[config.mk]
export PLATFORM = sky130hd
export DESIGN_NAME = stripe_timebase_ctrl
export DESIGN_NICKNAME = d
export VERILOG_FILES = /design/src/rtl/stripe_timebase_ctrl.sv
export SDC_FILE = /design/constraint.sdc
export NUM_CORES = 1
export LEC_CHECK = 0
export ABC_AREA = 1
export CORE_MARGIN = 3
export CORE_UTILIZATION = 23
export DETAILED_ROUTE_END_ITERATION = 8
export SKIP_LAST_GASP = 1
export SLEW_MARGIN = 30
export SYNTH_ARGS = -nofsm -noshare
export SYNTH_HDL_FRONTEND = slang
export SYNTH_SLANG_ARGS = --single-unit
[constraint.sdc]
create_clock -name clk1 -period 3.1 [get_ports clk1]
set_input_delay 0.465 -clock clk1 [delete_from_list [all_inputs] [get_ports clk1]]
set_output_delay 0.465 -clock clk1 [all_outputs]
set_load 0.05 [all_outputs]
[src/rtl/stripe_timebase_ctrl.sv]
// Stripe display timebase: period divider, tick/blink generation,
// pattern index sequencing and run-time period reconfiguration.
module stripe_timebase_ctrl #(
  parameter int CNT_W          = 26,
  parameter int DEFAULT_PERIOD = 60000000,
  parameter int NUM_PATTERNS   = 8,
  parameter int IDX_W          = 3
) (
  input  logic             clk1,
  input  logic             rst,
  input  logic             start,
  input  logic             stop,
  input  logic             step,
  input  logic             cfg_valid,
  input  logic [CNT_W-1:0] cfg_period,
  output logic             cfg_ready,
  output logic             tick,
  output logic [IDX_W-1:0] pattern_idx,
  output logic             blink,
  output logic             frame_done,
  output logic             running,
  output logic [CNT_W-1:0] period_active
);

  localparam logic [CNT_W-1:0] DEF_P = CNT_W'(DEFAULT_PERIOD);
  localparam logic [CNT_W-1:0] ONE   = CNT_W'(1);
  localparam logic [IDX_W-1:0] LAST  = IDX_W'(NUM_PATTERNS - 1);

  typedef enum logic {IDLE, RUN} state_t;

  state_t           state, state_n;
  logic [CNT_W-1:0] count, count_n;
  logic [CNT_W-1:0] pa_n;
  logic [CNT_W-1:0] pend, pend_n;
  logic             pend_v, pend_v_n;
  logic [CNT_W-1:0] cfg_val;
  logic             accept;
  logic             term;
  logic             tick_ev;

  assign accept  = cfg_valid && cfg_ready;
  assign cfg_val = (cfg_period == '0) ? ONE : cfg_period;
  assign term    = (state == RUN) && (count == period_active - ONE);

  always_comb begin
    state_n  = state;
    count_n  = count;
    pa_n     = period_active;
    pend_n   = pend;
    pend_v_n = pend_v;
    tick_ev  = 1'b0;
    unique case (state)
      IDLE: begin
        count_n = '0;
        if (accept) pa_n = cfg_val;
        if (start && !stop) state_n = RUN;
        else if (step && !start) tick_ev = 1'b1;
      end
      RUN: begin
        tick_ev = term;
        count_n = term ? '0 : count + ONE;
        if (accept) begin
          pend_v_n = 1'b1;
          pend_n   = cfg_val;
        end
        // A queued period only lands on a period boundary or on stop.
        if (term && pend_v) begin
          pa_n     = pend;
          pend_v_n = 1'b0;
        end
        if (stop) begin
          state_n = IDLE;
          count_n = '0;
          if (pend_v_n) begin
            pa_n     = pend_n;
            pend_v_n = 1'b0;
          end
        end
      end
      default: state_n = IDLE;
    endcase
  end

  always_ff @(posedge clk1) begin
    if (rst) begin
      state         <= IDLE;
      count         <= '0;
      period_active <= DEF_P;
      pend          <= '0;
      pend_v        <= 1'b0;
      cfg_ready     <= 1'b1;
      tick          <= 1'b0;
      frame_done    <= 1'b0;
      blink         <= 1'b0;
      pattern_idx   <= '0;
      running       <= 1'b0;
    end else begin
      state         <= state_n;
      count         <= count_n;
      period_active <= pa_n;
      pend          <= pend_n;
      pend_v        <= pend_v_n;
      cfg_ready     <= !pend_v_n;
      running       <= (state_n == RUN);
      tick          <= tick_ev;
      frame_done    <= tick_ev && (pattern_idx == LAST);
      if (tick_ev) begin
        blink       <= !blink;
        pattern_idx <= (pattern_idx == LAST) ? '0 : pattern_idx + 1'b1;
      end
    end
  end

endmodule

==> metrics, run 1 <==
synthesis warning total 0; nets@finish about 1.1k; synthesized area per cell about 6.0 sq um; Post-synth EDFFs 0; DIE HEIGHT 165 microns; clk_skew between 0.01 and 0.015 ns; Synth Flop Type dfxtp_1; CP Capture Type flip-flop; core area roughly 0.025 sq mm; Placement Cell Area ~0.0069 sq mm; main combinational cell family by area after synthesis simple AND/OR/NAND/NOR gates; Mapped Nets ~1k; Yosys cell types 38; antenna viol nets, final 0; CP Launch Type flip-flop; total power ~3 mW; DP HPWL roughly 14 mm; fraction of layout cells with a size suffix above 1 5.51%; simple-gate portion of the synthesized area around two fifths; fraction of registers with async set/reset 0%; Via density about 4.6; Clock Root Buffer clkbuf_16; fill cell count 2750; power per cell area 418 mW/mm^2; postcts setup bufs 0; CTS tree built; RSZ-0062 raised after global routing true; Remaining DRCs 0; Vias ~6.2k; Initial Utilization roughly a quarter; Worst Setup SP period_active[0]; hold wc startpoint blink; worst-margin pin slew ~0.62 ns; RR Startpoint period_active[0]; Clk pin slew, worst setup/hold paths about 0.06 ns; TritonRoute pass-1 iters 7; Hold Crit Class reg2reg; Max clock buf depth 2; FP Rows between 50 and 60; status complete, no violations; Final min period 2.82 ns; diode count 0; Synth Area in XOR/XNOR under 10%; crit-path max FO 17; CTS buffer count 9; post-synthesis compound-gate area fraction 13.1%; LEAKAGE around 3.1 nW; most common cell after layout, fill and taps aside nand2_1; DR iter-0 viols 505; GR Overflow Total 0; Die W ~170 microns; post_cts resized 0; Seq/Total Area, Yosys about 30%; Worst Path Arrival ~3.1 ns; Clk Latency, worst-skew pair between 0.3 and 0.4 ns; Final Hold Fails 0; H-tree Lvls 3; synthesized cell area about 0.0058 sq mm; endpoints failing setup 0; r2r setup slk 0.28 ns; Synth Area in Adders less than 1%; Final Cycle Share 91.0%; Area Growth Syn to Fin 23.1%; final max-slew violation count 0; Finished Cell Area a little over 0.007 sq mm; Max-slew headroom 58.5%; die area approximately 0.027 sq mm; gp weighted congestion about 0.82; Mapped Cells 972; number of max-cap violations 0; multiplexer area fraction after synthesis 0%; Peak VDD IR slightly below 0.3 mV; worst endpoint required time around 3.3 ns; most frequent cells in the layout nand2_1, inv_1, nor2_1; Yosys reg bits a little under 90; pin count of the biggest net entering global routing 46; Sink Count 87; Post-Route WL 18.3 mm; hold buffer count at CTS 0; gr usage total between 10% and 20%; Boundary Pins 66; initial antenna violation count 0; crit path kind reg2reg; f_max ~350 MHz; vias in the first global route approximately 5.7k; Wirelength per Cell 13.5 microns; first-pass GRT wire length around 30 mm; port bufs between 60 and 70
==> report_power, final <==
part	internal, mW	switching (mW)	leakage [nW]	total, mW
Sequential	1.17	0.0734	0.711	1.24
Combinational	0.248	0.459	2.28	0.708
Clock	0.568	0.477	0.125	1.04
Total	1.99	1.01	3.12	3.00
==> cells in the mapped netlist (2+ instances only) <==
cell type / instances / area share [%]
nand2_1: 241 / 16
inv_1: 166 / 11
dfxtp_1: 87 / 30
nor2_1: 87 / 5.6
nand3_1: 84 / 7.2
o21ai_0: 75 / 6.4
a21oi_1: 47 / 4.0
nand4_1: 45 / 4.8
clkbuf_1: 30 / 1.9
xor2_1: 15 / 2.3
nor3_1: 14 / 1.2
xnor2_1: 10 / 1.5
buf_2: 9 / 0.77
o22ai_1: 9 / 0.97
nor4_1: 8 / 0.86
nor3b_1: 5 / 0.64
ha_1: 4 / 0.86
or2_2: 4 / 0.43
buf_1: 3 / 0.19
nand3b_1: 3 / 0.39
nor2_4: 3 / 0.58
o21bai_1: 3 / 0.39
buf_6: 2 / 0.39
clkinv_1: 2 / 0.13
nor2_2: 2 / 0.21
o211ai_2: 2 / 0.43
==> stage by stage <==
| stage | TNS (ns) | setup WS [ns] | std cells | hold slack (ns) | util (%) |
|---|---|---|---|---|---|
| final | 0 | 0.280 | 1358 | 0.455 | 29.2 |
| after global routing | -0.131 | -0.0317 | 1358 | 0.499 | 29.2 |
| after CTS | 0 | 0.158 | 1358 | 0.459 | 29.1 |
| after detailed placement | 0 | 0.179 | 1342 | 0.450 | 28.0 |
| after global placement | 0 | 0.265 | 1342 | 0.439 | 28.0 |
| after floorplan | 0 | 0.227 | 972 | 0.453 | - |
==> state kept, by name, indices dropped and copies added, names as in the netlist <==
| name | count |
|---|---|
| pattern_idx | 3 |
| state | 1 |
| pend | 26 |
| pend_v | 1 |
| blink | 1 |
| tick | 1 |
| cfg_ready | 1 |
| count | 26 |
| period_active | 26 |
| frame_done | 1 |
==> kinds of logic (layout without fill, tap and decap cells) <==
family,Yosys count,after routing
AO/OA/AOI/OAI,143,143
XOR/XNOR,25,25
adder cells (fa/ha/maj),4,4
buffers and inverters,214,276
flip-flops,87,87
AND/OR/NAND/NOR,499,499
==> critical path, stage by stage (launching register included) <==
cell and delay, ns:
dfxtp_1 0.31, inv_1 0.14, ha_1 0.28, nand2_2 0.12
nor2_4 0.24, nand2_1 0.10, nand2_1 0.07, nand2_1 0.05
nor2_1 0.08, nand2_1 0.05, nor2_1 0.11, nand3_1 0.15
nor2_4 0.19, buf_4 0.18, or2_2 0.36, buf_4 0.21
nor3b_1 0.05
==> layer usage <==
metal	routed length [microns]	track usage [%]	up-vias	part of all wire, %
met1	8780	18.7	2833	48
met5	0	0	-	0
met4	291	4.38	0	1.6
met3	736	1.82	19	4.0
li1	-	-	3225	-
met2	8490	22.7	141	46
==> final cells by class <==
class                           instances  area [sq um]  area share (%)
Clock buffer                           12           246            3.44
Clock inverter                          4          31.3           0.436
Inverter                              169           634            8.84
Multi-Input combinational cell        671          3270            45.5
Sequential cell                        87          1740            24.3
Tap cell                              324           405            5.65
Timing Repair Buffer                   91           846            11.8
==> worst paths after layout <==
kind              cells after the start   endpoint
hold / removal                        1      blink
hold reg to reg                       1      blink
setup / recovery                     16  count[12]
setup reg to reg                     16  count[12]
(Power assumes the default switching activity.)
==> inputs of run 2 (changes only) <==
Settings changed: CORE_ASPECT_RATIO from default to 0.8, HOLD_SLACK_MARGIN from default to 0.03.
==> run 2 against run 1 <==
  * Sequential cell count unchanged
  * Critical path depth is 2 higher
  * Cell area rose by 0.33%
  * Via count increased by 2.4%
  * Power increased by 4.1%
  * Cell count decreased by 0.74%
  * Die area barely moved
  * Fmax fell by 1.2%
  * Combinational power grew 2%
  * First-iteration DRC count grew 48%
  * Largest cell class unchanged
==> metrics, run 2 (same netlist as run 1, synthesis figures left out) <==
number of max-cap violations 0; crit path kind reg2reg; Boundary Pins 66; CP Launch Type flip-flop; Final min period between 2 and 3 ns; Worst Path Arrival approximately 3.1 ns; DP HPWL around 14 mm; power per cell area between 400 and 500 mW/mm^2; antenna viol nets, final 0; DIE HEIGHT approximately 150 microns; Hold Crit Class reg2reg; CTS buffer count 9; hold buffer count at CTS 0; Final Cycle Share roughly 90%; dpl ws around 0.13 ns; post-layout util between 20% and 30%; CTS tree built; Post-Route WL 19.3 mm; FP Rows 51; fraction of layout cells with a size suffix above 1 under 10%; Remaining DRCs 0; initial antenna violation count 0; Final Hold Fails 0; GR Overflow Total 0; Via density ~4.7; core area around 0.025 sq mm; port bufs between 60 and 70; final setup margin between 0.2 and 0.25 ns; worst-margin pin slew approximately 0.64 ns; most common cell after layout, fill and taps aside nand2_1; fill cell count roughly 2.7k; Initial Utilization 23.7%; gp weighted congestion 0.924; Sink Count 87; Die W between 150 and 200 microns; LEAKAGE 3.13 nW; f_max ~350 MHz; Vias ~6.4k; total power a little over 3 mW; Area Growth Syn to Fin 23.5%; Peak VDD IR between 0.2 and 0.25 mV; most frequent cells in the layout nand2_1, inv_1, nor2_1; crit-path max FO 16; RSZ-0062 raised after global routing true; first-pass GRT wire length between 30 and 40 mm; Max-slew headroom 57.1%; nets@finish between 1k and 1.5k; final max-slew violation count 0; cell count after placement around 1.3k; clk_skew ~0.0085 ns; Clk Latency, worst-skew pair roughly 0.35 ns; TritonRoute pass-1 iters 5; pin count of the biggest net entering global routing between 60 and 70; vias in the first global route between 5k and 6k; diode count 0; die area between 0.02 and 0.03 sq mm; postcts setup bufs 0; top flop regs count x26, pend x26, period_active x26; gr usage total between 10 and 15%; DR iter-0 viols 746; post_cts resized 0; CP Capture Type flip-flop; status complete, no violations; Clock Root Buffer clkbuf_16; Clk pin slew, worst setup/hold paths around 0.070 ns; Wirelength per Cell 14.3 microns; H-tree Lvls 3; endpoints failing setup 0; Max clock buf depth 2; final cell count without fillers about 1.3k; worst endpoint required time about 3.4 ns
## run 2: critical path: stages, from the launching register on
cell,delay [ns]
dfxtp_1,0.43
inv_1,0.10
ha_1,0.30
nand2_1,0.07
inv_1,0.03
nor2_1,0.09
nand2_1,0.06
nor2_1,0.12
nand2_1,0.06
nor2_1,0.17
nand3_1,0.10
nor2_1,0.14
nand3_1,0.14
nor2_4,0.19
buf_6,0.21
nand2_1,0.07
nand2_1,0.16
nand2_1,0.12
o31ai_1,0.22
## run 2: final cells by class
class | count | area [sq um] | area share [%]
well taps | 318 | 398 | 5.53
multi-input cells | 671 | 3280 | 45.5
flip-flops and latches | 87 | 1740 | 24.2
clock buffers | 11 | 253 | 3.51
inverters | 169 | 638 | 8.87
clock inverters | 5 | 56.3 | 0.782
repair buffers | 87 | 832 | 11.6
## run 2: through the flow
stage | area, sq um | setup TNS (ns) | hold slack [ns]
2_1_floorplan | 5830 | 0 | 0.453
3_3_place_gp | 6860 | 0 | 0.466
3_5_place_dp | 6860 | 0 | 0.478
4_1_cts | 7160 | 0 | 0.489
5_1_grt | 7200 | -0.0272 | 0.508
6_report | 7200 | 0 | 0.493
## run 2: worst paths after layout
path | from | end | slack [ns] | depth (start not counted)
setup / recovery | period_active[1] | pattern_idx[0] | 0.25 | 18
hold / removal | blink | blink | 0.49 | 1
setup reg to reg | period_active[1] | pattern_idx[0] | 0.25 | 18
hold reg to reg | blink | blink | 0.49 | 1
## run 2: per-layer routing
metal,track usage [%],vias up,part of all wire [%]
li1,-,3224,-
met1,22.0,2918,52
met2,20.1,213,40
met3,2.86,10,7.1
met4,2.34,0,0.67
met5,0,-,0
## run 2: power by group
| part | switching [mW] | total, mW | internal [mW] |
|---|---|---|---|
| Sequential | 0.0717 | 1.24 | 1.17 |
| Combinational | 0.474 | 0.723 | 0.249 |
| Clock | 0.485 | 1.15 | 0.668 |
| Total | 1.03 | 3.12 | 2.09 |
